**config.mk**
```make
export PLATFORM = sky130hd
export DESIGN_NAME = memory_controller_flat
export DESIGN_NICKNAME = d
export VERILOG_FILES = /design/src/rtl/memory_controller_if.sv /design/src/rtl/memory_controller.sv /design/src/flat_wrapper.sv
export SDC_FILE = /design/constraint.sdc
export NUM_CORES = 1
export LEC_CHECK = 0
export BUFFER_PORTS_ARGS = -buffer_cell sky130_fd_sc_hd__buf_2
export CAP_MARGIN = 20
export CORE_UTILIZATION = 52
export CTS_BUF_LIST = sky130_fd_sc_hd__clkbuf_4 sky130_fd_sc_hd__clkbuf_8
export CTS_CLUSTER_DIAMETER = 50
export DETAILED_ROUTE_END_ITERATION = 10
export GPL_ROUTABILITY_DRIVEN = 0
export PLACE_DENSITY_LB_ADDON = 0.05
export SLEW_MARGIN = 15
export SYNTH_ARGS = -nofsm -noshare
export SYNTH_HDL_FRONTEND = slang
export SYNTH_SLANG_ARGS = --single-unit
```
**constraint.sdc**
```tcl
create_clock -name Sys_clk -period 3.3 [get_ports Sys_clk]
set_clock_uncertainty 0.05 [all_clocks]
set_input_delay 0.495 -clock Sys_clk [delete_from_list [all_inputs] [get_ports Sys_clk]]
set_output_delay 0.495 -clock Sys_clk [all_outputs]
set_load 0.03 [all_outputs]
```
**src/rtl/memory_controller_if.sv**
```systemverilog
// Request, completion and RAM-side signals of memory_controller, bundled with
// a controller-side (slave) and an environment-side (master) view.
interface memory_controller_if #(
   parameter int unsigned ADDR_WIDTH = 32
) ();
   logic                  LSBMC_en;
   logic                  LSBMC_wr;
   logic [2:0]            LSBMC_data_width;
   logic [ADDR_WIDTH-1:0] LSBMC_addr;
   logic [31:0]           LSBMC_data;
   logic                  MCLSB_r_en;
   logic                  MCLSB_w_en;
   logic [31:0]           MCLSB_data;
   logic                  ICMC_en;
   logic [ADDR_WIDTH-1:0] ICMC_addr;
   logic                  MCIC_en;
   logic [31:0]           MCIC_data;
   logic [7:0]            mem_din;
   logic [7:0]            mem_dout;
   logic [ADDR_WIDTH-1:0] mem_a;
   logic                  mem_wr;
   logic                  io_buffer_full;

   modport slave (
      input  LSBMC_en, LSBMC_wr, LSBMC_data_width, LSBMC_addr, LSBMC_data,
      output MCLSB_r_en, MCLSB_w_en, MCLSB_data,
      input  ICMC_en, ICMC_addr,
      output MCIC_en, MCIC_data,
      input  mem_din,
      output mem_dout, mem_a, mem_wr,
      input  io_buffer_full
   );

   modport master (
      output LSBMC_en, LSBMC_wr, LSBMC_data_width, LSBMC_addr, LSBMC_data,
      input  MCLSB_r_en, MCLSB_w_en, MCLSB_data,
      output ICMC_en, ICMC_addr,
      input  MCIC_en, MCIC_data,
      output mem_din,
      input  mem_dout, mem_a, mem_wr,
      output io_buffer_full
   );
endinterface

```
**src/rtl/memory_controller.sv**
```systemverilog
// Byte-serial RAM port arbiter: LSB loads/stores have priority over 4-byte
// instruction fetches; reads are pipelined against the one-cycle RAM latency.
module memory_controller #(
   parameter int unsigned           ADDR_WIDTH = 32,
   parameter logic [ADDR_WIDTH-1:0] IO_ADDR_LO = 'h30000,
   parameter logic [ADDR_WIDTH-1:0] IO_ADDR_HI = 'h30007
) (
   input  logic                Sys_clk,
   input  logic                Sys_rst,
   input  logic                Sys_rdy,
   input  logic                RoBMC_pre_judge,
   memory_controller_if.slave  bus
);
   typedef enum logic [2:0] {IDLE, IF_READ, LS_READ, LS_WRITE, DONE} state_t;

   state_t                state_reg;
   logic [ADDR_WIDTH-1:0] base_reg;
   logic [ADDR_WIDTH-1:0] mem_a_reg;
   logic [2:0]            width_reg;
   logic [2:0]            cnt_reg;
   logic [2:0]            cap_reg;
   logic [31:0]           wdata_reg;
   logic [31:0]           asm_reg;
   logic [31:0]           lsb_data_reg;
   logic [31:0]           ic_data_reg;
   logic [7:0]            mem_dout_reg;
   logic                  mem_wr_reg;
   logic                  r_en_reg;
   logic                  w_en_reg;
   logic                  ic_en_reg;
   logic                  lag1_reg;
   logic                  lag2_reg;

   logic                  flush;
   logic                  accept_write;
   logic [ADDR_WIDTH-1:0] accept_addr;
   logic [ADDR_WIDTH-1:0] issue_addr;
   logic                  accept_stall;
   logic                  issue_stall;
   logic                  issue_more;
   logic [31:0]           merged;

   function automatic logic in_io(input logic [ADDR_WIDTH-1:0] a);
      return (a >= IO_ADDR_LO) && (a <= IO_ADDR_HI);
   endfunction

   assign flush        = ~RoBMC_pre_judge;
   assign accept_write = bus.LSBMC_en & bus.LSBMC_wr;
   assign accept_addr  = bus.LSBMC_en ? bus.LSBMC_addr : bus.ICMC_addr;
   assign issue_addr   = base_reg + ADDR_WIDTH'(cnt_reg);
   assign accept_stall = bus.io_buffer_full & in_io(accept_addr);
   assign issue_stall  = bus.io_buffer_full & in_io(issue_addr);
   assign issue_more   = cnt_reg < width_reg;

   // Assembled word as it will look once the byte now on mem_din is merged in.
   generate
      for (genvar gi = 0; gi < 4; gi++) begin : g_lane
         assign merged[gi*8 +: 8] = (cap_reg[1:0] == 2'(gi)) ? bus.mem_din
                                                             : asm_reg[gi*8 +: 8];
      end
   endgenerate

   always_ff @(posedge Sys_clk or negedge Sys_rst) begin
      if (!Sys_rst) begin
         state_reg    <= IDLE;
         base_reg     <= '0;
         mem_a_reg    <= '0;
         width_reg    <= '0;
         cnt_reg      <= '0;
         cap_reg      <= '0;
         wdata_reg    <= '0;
         asm_reg      <= '0;
         lsb_data_reg <= '0;
         ic_data_reg  <= '0;
         mem_dout_reg <= '0;
         mem_wr_reg   <= 1'b0;
         r_en_reg     <= 1'b0;
         w_en_reg     <= 1'b0;
         ic_en_reg    <= 1'b0;
         lag1_reg     <= 1'b0;
         lag2_reg     <= 1'b0;
      end else if (!Sys_rdy) begin
         // Frozen: no write strobe, and a pulse already given is not repeated.
         mem_wr_reg <= 1'b0;
         r_en_reg   <= 1'b0;
         w_en_reg   <= 1'b0;
         ic_en_reg  <= 1'b0;
      end else begin
         r_en_reg  <= 1'b0;
         w_en_reg  <= 1'b0;
         ic_en_reg <= 1'b0;
         case (state_reg)
            IDLE: begin
               mem_wr_reg <= 1'b0;
               if (!flush && (bus.LSBMC_en || bus.ICMC_en)) begin
                  base_reg  <= accept_addr;
                  width_reg <= bus.LSBMC_en ? bus.LSBMC_data_width : 3'd4;
                  wdata_reg <= bus.LSBMC_data;
                  asm_reg   <= '0;
                  cap_reg   <= '0;
                  lag2_reg  <= 1'b0;
                  if (accept_stall) begin
                     cnt_reg  <= '0;
                     lag1_reg <= 1'b0;
                  end else begin
                     cnt_reg    <= 3'd1;
                     mem_a_reg  <= accept_addr;
                     lag1_reg   <= ~accept_write;
                     mem_wr_reg <= accept_write;
                     if (accept_write)
                        mem_dout_reg <= bus.LSBMC_data[7:0];
                  end
                  if (!bus.LSBMC_en)
                     state_reg <= IF_READ;
                  else if (bus.LSBMC_wr)
                     state_reg <= LS_WRITE;
                  else
                     state_reg <= LS_READ;
               end
            end

            IF_READ, LS_READ: begin
               if (state_reg == IF_READ && flush) begin
                  state_reg <= IDLE;
               end else begin
                  // lag1: address went out last edge; lag2: its byte is on mem_din now.
                  lag2_reg <= lag1_reg;
                  lag1_reg <= 1'b0;
                  if (issue_more && !issue_stall) begin
                     mem_a_reg <= issue_addr;
                     cnt_reg   <= cnt_reg + 3'd1;
                     lag1_reg  <= 1'b1;
                  end
                  if (lag2_reg) begin
                     asm_reg <= merged;
                     cap_reg <= cap_reg + 3'd1;
                     if (cap_reg == width_reg - 3'd1) begin
                        if (state_reg == IF_READ) begin
                           ic_data_reg <= merged;
                           ic_en_reg   <= 1'b1;
                        end else begin
                           lsb_data_reg <= merged;
                           r_en_reg     <= 1'b1;
                        end
                        state_reg <= DONE;
                     end
                  end
               end
            end

            LS_WRITE: begin
               if (issue_more) begin
                  if (issue_stall) begin
                     mem_wr_reg <= 1'b0;
                  end else begin
                     mem_a_reg    <= issue_addr;
                     mem_dout_reg <= wdata_reg[{cnt_reg[1:0], 3'b000} +: 8];
                     mem_wr_reg   <= 1'b1;
                     cnt_reg      <= cnt_reg + 3'd1;
                  end
               end else begin
                  mem_wr_reg <= 1'b0;
                  w_en_reg   <= 1'b1;
                  state_reg  <= DONE;
               end
            end

            DONE: begin
               mem_wr_reg <= 1'b0;
               state_reg  <= IDLE;
            end

            default: begin
               mem_wr_reg <= 1'b0;
               state_reg  <= IDLE;
            end
         endcase
      end
   end

   assign bus.mem_a      = mem_a_reg;
   assign bus.mem_dout   = mem_dout_reg;
   assign bus.mem_wr     = mem_wr_reg;
   assign bus.MCLSB_r_en = r_en_reg;
   assign bus.MCLSB_w_en = w_en_reg;
   assign bus.MCLSB_data = lsb_data_reg;
   assign bus.MCIC_en    = ic_en_reg;
   assign bus.MCIC_data  = ic_data_reg;
endmodule

```
**src/flat_wrapper.sv**
```systemverilog
// flat-port wrapper written by rule: the top's interface ports become plain ports
module memory_controller_flat 
#(
   parameter int unsigned           ADDR_WIDTH = 32,
   parameter logic [ADDR_WIDTH-1:0] IO_ADDR_LO = 'h30000,
   parameter logic [ADDR_WIDTH-1:0] IO_ADDR_HI = 'h30007
)
  (Sys_clk, Sys_rst, Sys_rdy, RoBMC_pre_judge, bus_LSBMC_en, bus_LSBMC_wr, bus_LSBMC_data_width, bus_LSBMC_addr, bus_LSBMC_data, bus_MCLSB_r_en, bus_MCLSB_w_en, bus_MCLSB_data, bus_ICMC_en, bus_ICMC_addr, bus_MCIC_en, bus_MCIC_data, bus_mem_din, bus_mem_dout, bus_mem_a, bus_mem_wr, bus_io_buffer_full);
  memory_controller_if #(.ADDR_WIDTH(ADDR_WIDTH)) bus_i ();
  input  logic Sys_clk;
  input  logic Sys_rst;
  input  logic Sys_rdy;
  input  logic RoBMC_pre_judge;
  input wire logic [$bits(bus_i.LSBMC_en)-1:0] bus_LSBMC_en;
  input wire logic [$bits(bus_i.LSBMC_wr)-1:0] bus_LSBMC_wr;
  input wire logic [$bits(bus_i.LSBMC_data_width)-1:0] bus_LSBMC_data_width;
  input wire logic [$bits(bus_i.LSBMC_addr)-1:0] bus_LSBMC_addr;
  input wire logic [$bits(bus_i.LSBMC_data)-1:0] bus_LSBMC_data;
  output wire logic [$bits(bus_i.MCLSB_r_en)-1:0] bus_MCLSB_r_en;
  output wire logic [$bits(bus_i.MCLSB_w_en)-1:0] bus_MCLSB_w_en;
  output wire logic [$bits(bus_i.MCLSB_data)-1:0] bus_MCLSB_data;
  input wire logic [$bits(bus_i.ICMC_en)-1:0] bus_ICMC_en;
  input wire logic [$bits(bus_i.ICMC_addr)-1:0] bus_ICMC_addr;
  output wire logic [$bits(bus_i.MCIC_en)-1:0] bus_MCIC_en;
  output wire logic [$bits(bus_i.MCIC_data)-1:0] bus_MCIC_data;
  input wire logic [$bits(bus_i.mem_din)-1:0] bus_mem_din;
  output wire logic [$bits(bus_i.mem_dout)-1:0] bus_mem_dout;
  output wire logic [$bits(bus_i.mem_a)-1:0] bus_mem_a;
  output wire logic [$bits(bus_i.mem_wr)-1:0] bus_mem_wr;
  input wire logic [$bits(bus_i.io_buffer_full)-1:0] bus_io_buffer_full;
  assign bus_i.LSBMC_en = bus_LSBMC_en;
  assign bus_i.LSBMC_wr = bus_LSBMC_wr;
  assign bus_i.LSBMC_data_width = bus_LSBMC_data_width;
  assign bus_i.LSBMC_addr = bus_LSBMC_addr;
  assign bus_i.LSBMC_data = bus_LSBMC_data;
  assign bus_MCLSB_r_en = bus_i.MCLSB_r_en;
  assign bus_MCLSB_w_en = bus_i.MCLSB_w_en;
  assign bus_MCLSB_data = bus_i.MCLSB_data;
  assign bus_i.ICMC_en = bus_ICMC_en;
  assign bus_i.ICMC_addr = bus_ICMC_addr;
  assign bus_MCIC_en = bus_i.MCIC_en;
  assign bus_MCIC_data = bus_i.MCIC_data;
  assign bus_i.mem_din = bus_mem_din;
  assign bus_mem_dout = bus_i.mem_dout;
  assign bus_mem_a = bus_i.mem_a;
  assign bus_mem_wr = bus_i.mem_wr;
  assign bus_i.io_buffer_full = bus_io_buffer_full;
  memory_controller #(.ADDR_WIDTH(ADDR_WIDTH), .IO_ADDR_LO(IO_ADDR_LO), .IO_ADDR_HI(IO_ADDR_HI)) u_core (.Sys_clk(Sys_clk), .Sys_rst(Sys_rst), .Sys_rdy(Sys_rdy), .RoBMC_pre_judge(RoBMC_pre_judge), .bus(bus_i));
endmodule
```
== Yosys cells after proc, flatten, opt, wreduce, memory -nomap -nowiden ==
Cells that the tools add are included.

* $add $sub $neg: 4
* Magnitude comparators: 5
* Equality and inequality tests: 19
* Shift-type cells: 1
* Mux-type cells: 71
* Bitwise gates (word level): 7
* Reduce and logical (&&, ||, !) cells: 22

{| class="wikitable"
|+ Operators by type and width
! operator !! count
|-
| $mux W32 || 10
|-
| $pmux W32 S3 || 1
|-
| $mux W8 || 9
|-
| $ge A32 B18 Y1 const B || 2
|-
| $le A32 B18 Y1 const B || 2
|-
| $pmux W32 S2 || 1
|-
| $mux W3 || 15
|-
| $add A32 B3 Y32 || 1
|-
| $shiftx A32 B6 Y8 || 1
|-
| $mux W1 || 28
|-
| $pmux W3 S3 || 2
|-
| $pmux W8 S2 || 1
|-
| $reduce_and A7 Y1 || 2
|-
| $reduce_and A6 Y1 || 2
|-
| $ne A2 B1 Y1 const B || 5
|-
| $ne A2 B2 Y1 const B || 5
|-
| $reduce_and A5 Y1 || 2
|-
| $reduce_and A8 Y1 || 1
|-
| $add A3 B1 Y3 const B || 2
|-
| $eq A3 B2 Y1 const B || 2
|-
| $ne A3 B1 Y1 const B || 2
|-
| $pmux W3 S2 || 1
|-
| $logic_and A1 B1 Y1 || 5
|-
| $eq A2 B2 Y1 const B || 2
|-
| 18 further kinds || 25
|}

* Flip-flop bits (word level): 218
* Input bits: 115
* Output and inout port bits: 108
* Logic and storage cells: 146

== Logic depth before layout (Yosys ltp) ==
* Depth after elaboration: 9
* Gate-level depth with buffers: 13
* Depth with buffers taken out: 10

== Worst setup path before layout ==
No wires, ideal clock.

* Kind: flip-flop to flip-flop
* Start point: register u_core.cnt_reg[0]
* End point: register u_core.cnt_reg[2]
* Setup time: 0.126 ns
* Arrival time: 3.233 ns
* Required time: 3.124 ns
* Setup slack: -0.109 ns
* Stages on the path, launching flop included: 12
* Path buffers: 1
* Period minus slack after synthesis: 3.409 ns
* Cell sequence: dfrtp_1 > ha_1 > fa_1 > a21oi_1 > nor4_4 > nand4_1 > mux2_2 > o221ai_1 > nor4_2 > a221o_1 > buf_6 > a221o_1

* Longest elaborated chain between the ends: 8
* Elaborated cells between the ends (all ways): 18
* Those cells by class: 2 x add/sub; 3 x order compare; 3 x eq/ne; 5 x mux; 1 x bitwise; 4 x reduce/logical

{| class="wikitable"
|+ Ends and longest elaborated chain
! item !! RTL line !! text
|-
| from (decl) || memory_controller.sv:20 || <nowiki>logic [2:0] cnt_reg;</nowiki>
|-
| from (signal assigned) || memory_controller.sv:131 || <nowiki>cnt_reg <= cnt_reg + 3'd1;</nowiki>
|-
| from (signal assigned) || memory_controller.sv:159 || <nowiki>cnt_reg <= cnt_reg + 3'd1;</nowiki>
|-
| $add A32 B3 Y32 || memory_controller.sv:50 || <nowiki>assign issue_addr = base_reg + ADDR_WIDTH'(cnt_reg);</nowiki>
|-
| $ge A32 B18 Y1 or $le A32 B18 Y1 (tied branches) || memory_controller.sv:44 || <nowiki>return (a >= IO_ADDR_LO) && (a <= IO_ADDR_HI);</nowiki>
|-
| $logic_and A1 B1 Y1 || memory_controller.sv:44 ||
|-
| $and A1 B1 Y1 || memory_controller.sv:52 || <nowiki>assign issue_stall = bus.io_buffer_full & in_io(issue_addr);</nowiki>
|-
| $logic_not A1 Y1 || memory_controller.sv:129 || <nowiki>if (issue_more && !issue_stall) begin</nowiki>
|-
| $logic_and A1 B1 Y1 || memory_controller.sv:129 ||
|-
| $ne A2 B1 Y1 (no source line) || - ||
|-
| $reduce_and A7 Y1 (no source line) || - ||
|}

Several ways; a longest one is shown, not always the timed one. The select of a mux whose other input is x is not followed.
A chain may end at the register's enable or synchronous reset.

== Worst setup path in the final report ==
Ends and elaborated chain as after synthesis.

==> summary.txt <==
Timing
  • Final Hold Fails: 0
  • Worst setup margin: 0.0881 ns
  • Final period util: 97.3%
  • Slew Viols, Final: 0
  • Slew of the pin with the lowest slew margin: 0.854 ns
  • Final setup fails: 0
  • F_max: 311 MHz
  • Min Tclk post-route: 3.21 ns
  • Slew HR: 43.1%

Finish
  • Register area: 0.00546 mm^2
  • Final non-filler cell total: 1670
  • Final nets: 1500
  • Multi-input combinational cell area: 0.00514 mm^2
  • Fin util: 66.0%
  • Layout Area Growth over Synthesis: 23.2%
  • Layout cell share with drive strength beyond 1: 29.4%
  • # fillers: 1778

GRT
  • Vias in the first global route: 9367
  • GRT Resource Usage Total: 28.4%
  • First-pass GRT wire length: 48600 um
  • Global route total overflow: 0
  • Largest net degree at the start of global routing: 85
  • Initial antenna violation count: 1

Clock tree
  • Clk root buf: clkbuf_8
  • Clk_lat worst skew: 0.54 ns
  • Clk sinks: 218
  • CTS tree: yes
  • Clk buf depth: 3
  • Clock transition at path regs: 0.06 ns
  • # H-tree levels: 2
  • Cts bufs inserted: 38

Die
  • Boundary pin count: 223
  • Chip width: 147 um
  • Core area: 0.0204 mm^2
  • Rows: 52
  • Chip Height: 147 um
  • Starting Density: 53.6%
  • Die area: 0.0216 mm^2

Routing
  • WL final: 30400 um
  • DR DRC count: 0
  • Via density: 5.66
  • Post-route ant nets: 0
  • Drt pass-1 iters: 5
  • Vias: 9448
  • WL/cell: 18.2 um
  • Iteration-0 DRC Markers: 577

Setup path
  • Kind of critical path: register to register
  • Worst r2r path cells: 13
  • CP max stage delay: 0.39 ns
  • Setup crit end kind: register
  • Critical Path Source Type: register
  • Crit Path Max Fanout: 6
  • CP Cell Sequence: ha_2 > fa_2 > a21oi_2 > buf_6 > nor4_4 > nand4_1 > mux2_2 > o221ai_2 > nor4_2 > buf_4 > a221o_2 > buf_12 > a221o_1
  • Crit path max-delay family: compound AO/OA/AOI/OAI gates
  • CP arrival: 3.59 ns
  • Stages on worst setup path: 13
  • Req. time, crit path: 3.67 ns
  • Critical Path Source: u_core.cnt_reg[0]
  • R2r startpoint: u_core.cnt_reg[0]
  • Slowest CP cell: a221o_2
  • Buffers and inverters on the worst path: 3

Flow run
  • Maxcap violations: 0

Yosys
  • Share of Yosys cell area claimed by the top area cell type: 49.8%
  • Mapped Area: 0.0109 mm^2
  • Post-synth EDFFs: 0
  • Synth async-reset ratio: 100%
  • Sequential-to-total area share from yosys stat: 49.8%
  • Distinct cells, synth: 60
  • Top post-synthesis cells by area: dfrtp_1 50%, nand2_1 6.7%, mux2i_1 5.2%
  • Synth area leader: dfrtp_1
  • Synthesized area per cell: 9.59 um^2
  • Mapped Cells: 1141
  • Synth Net Count: 1268
  • Post-synth top flop: dfrtp_1
  • Most common cell in the netlist: dfrtp_1
  • Number of synthesized register bits: 218
  • Warnings, synthesis: 0
  • Post-synth top cells: 218 x dfrtp_1, 195 x nand2_1, 122 x nor2_1

Worst hold path
  • Worst hold path class: input port to register
  • Worst hold path depth: 3
  • Worst hold start: bus_LSBMC_data[29]

Placed design
  • Post-DP HPWL: 21200 um
  • Number of port buffers: 222
  • Post-Place Setup Slack: -0.118 ns
  • Placed cell count: 1596

Status
  • Outcome: finished, final reports clean

Pwr
  • Leakage power: 0.00659 uW
  • Worst vdd ir: 0.470 mV
  • Pwr per Cell Area: 943 mW/mm^2
-- per-layer routing --
metal | wire length, um | share of wire [%] | track usage [%]
met3 | 1880 | 6.2 | 5.28
met5 | 0 | 0 | 0
met2 | 15300 | 50 | 48.8
met4 | 668 | 2.2 | 9.28
met1 | 12600 | 41 | 36.2
-- repair_timing --
action | in CTS | in global routing
buffers inserted | 2 | 3
gates cloned | 1 | 0
hold buffers | 1 | 0
pin swaps | 4 | 4
setup endpoints to repair | 9 | 40
hold endpoints to repair | 81 | 0
gates resized for setup | 6 | 6
-- cell type report --
class / instances / share of cell area, %
timing repair buffer: 280 / 12.5
clock buffer: 58 / 5.46
inverter: 13 / 0.362
sequential: 218 / 40.5
clock inverter: 8 / 0.585
multi-input combinational: 822 / 38.1
antenna: 1 / 0.0186
tap: 270 / 2.51
-- report_power, final --
part	switching, uW	internal [uW]
registers	725	3650
logic	3630	2060
clock network	1130	1510
total	5480	7230
-- placed cells by master, fill, tap and decap left out, types with 5 or more instances in the layout --
cell type,Yosys,routed
nand2b_1,5,5
buf_4,0,47
xor2_1,19,19
and3_1,11,11
clkbuf_8,0,48
mux2_2,29,29
nand3_1,23,23
nor3_1,18,18
nand4_1,14,14
a21oi_1,102,100
dfrtp_1,218,218
mux2i_1,57,57
o31ai_1,6,6
mux4_2,8,8
inv_1,13,13
nor3b_1,5,5
nand2_1,195,195
o211ai_1,5,5
o21ai_1,7,7
nor4_1,8,7
o21ai_0,40,39
a32o_1,33,33
ha_1,11,10
clkbuf_4,0,10
xnor2_1,15,15
o22ai_1,33,33
buf_12,0,8
buf_2,4,221
nor4b_1,5,5
nor2_1,122,116
-- kinds of logic (layout without fill, tap and decap cells) --
| kind of cell | Yosys count | after routing | synth area share (%) |
|---|---|---|---|
| mux | 95 | 95 | 9.98 |
| simple gates | 429 | 429 | 17.6 |
| flops | 218 | 218 | 49.8 |
| xor+xnor | 34 | 34 | 2.72 |
| compound gates | 252 | 252 | 14.6 |
| fa+ha+maj | 12 | 12 | 1.44 |
| other cells | 0 | 1 | 0 |
| buf+inv | 101 | 359 | 3.78 |
-- metrics by stage --
stage	hold WS [ns]	power, uW	instance area (um^2)	TNS, ns
after global placement	0.404	9850	12500	-0.0609
after detailed placement	0.407	9950	12500	-0.118
final	0.0915	12700	13500	0
after global routing	0.0887	13500	13500	-0.0146
after CTS	0.0607	12700	13400	-0.00515
after floorplan	0.149	8170	11000	0
-- path summary, 6_finish.rpt --
path	slack, ns	to
max in group asynchronous	1.86	u_core.wdata_reg[28]
max	0.09	u_core.cnt_reg[2]
max reg2reg	0.09	u_core.cnt_reg[2]
min	0.09	u_core.wdata_reg[29]
min reg2reg	0.42	u_core.wdata_reg[23]
min in group asynchronous	0.50	u_core.bus.mem_a[7]
-- worst reg2reg max path, stage by stage (launching register included) --
cell and delay [ns]:
dfrtp_1 0.38, ha_2 0.20, fa_2 0.36, a21oi_2 0.16, buf_6 0.14, nor4_4 0.05
nand4_1 0.12, mux2_2 0.35, o221ai_2 0.19, nor4_2 0.06, buf_4 0.15, a221o_2 0.39
buf_12 0.15, a221o_1 0.33
No activity file was read; power rests on OpenSTA's default activity.
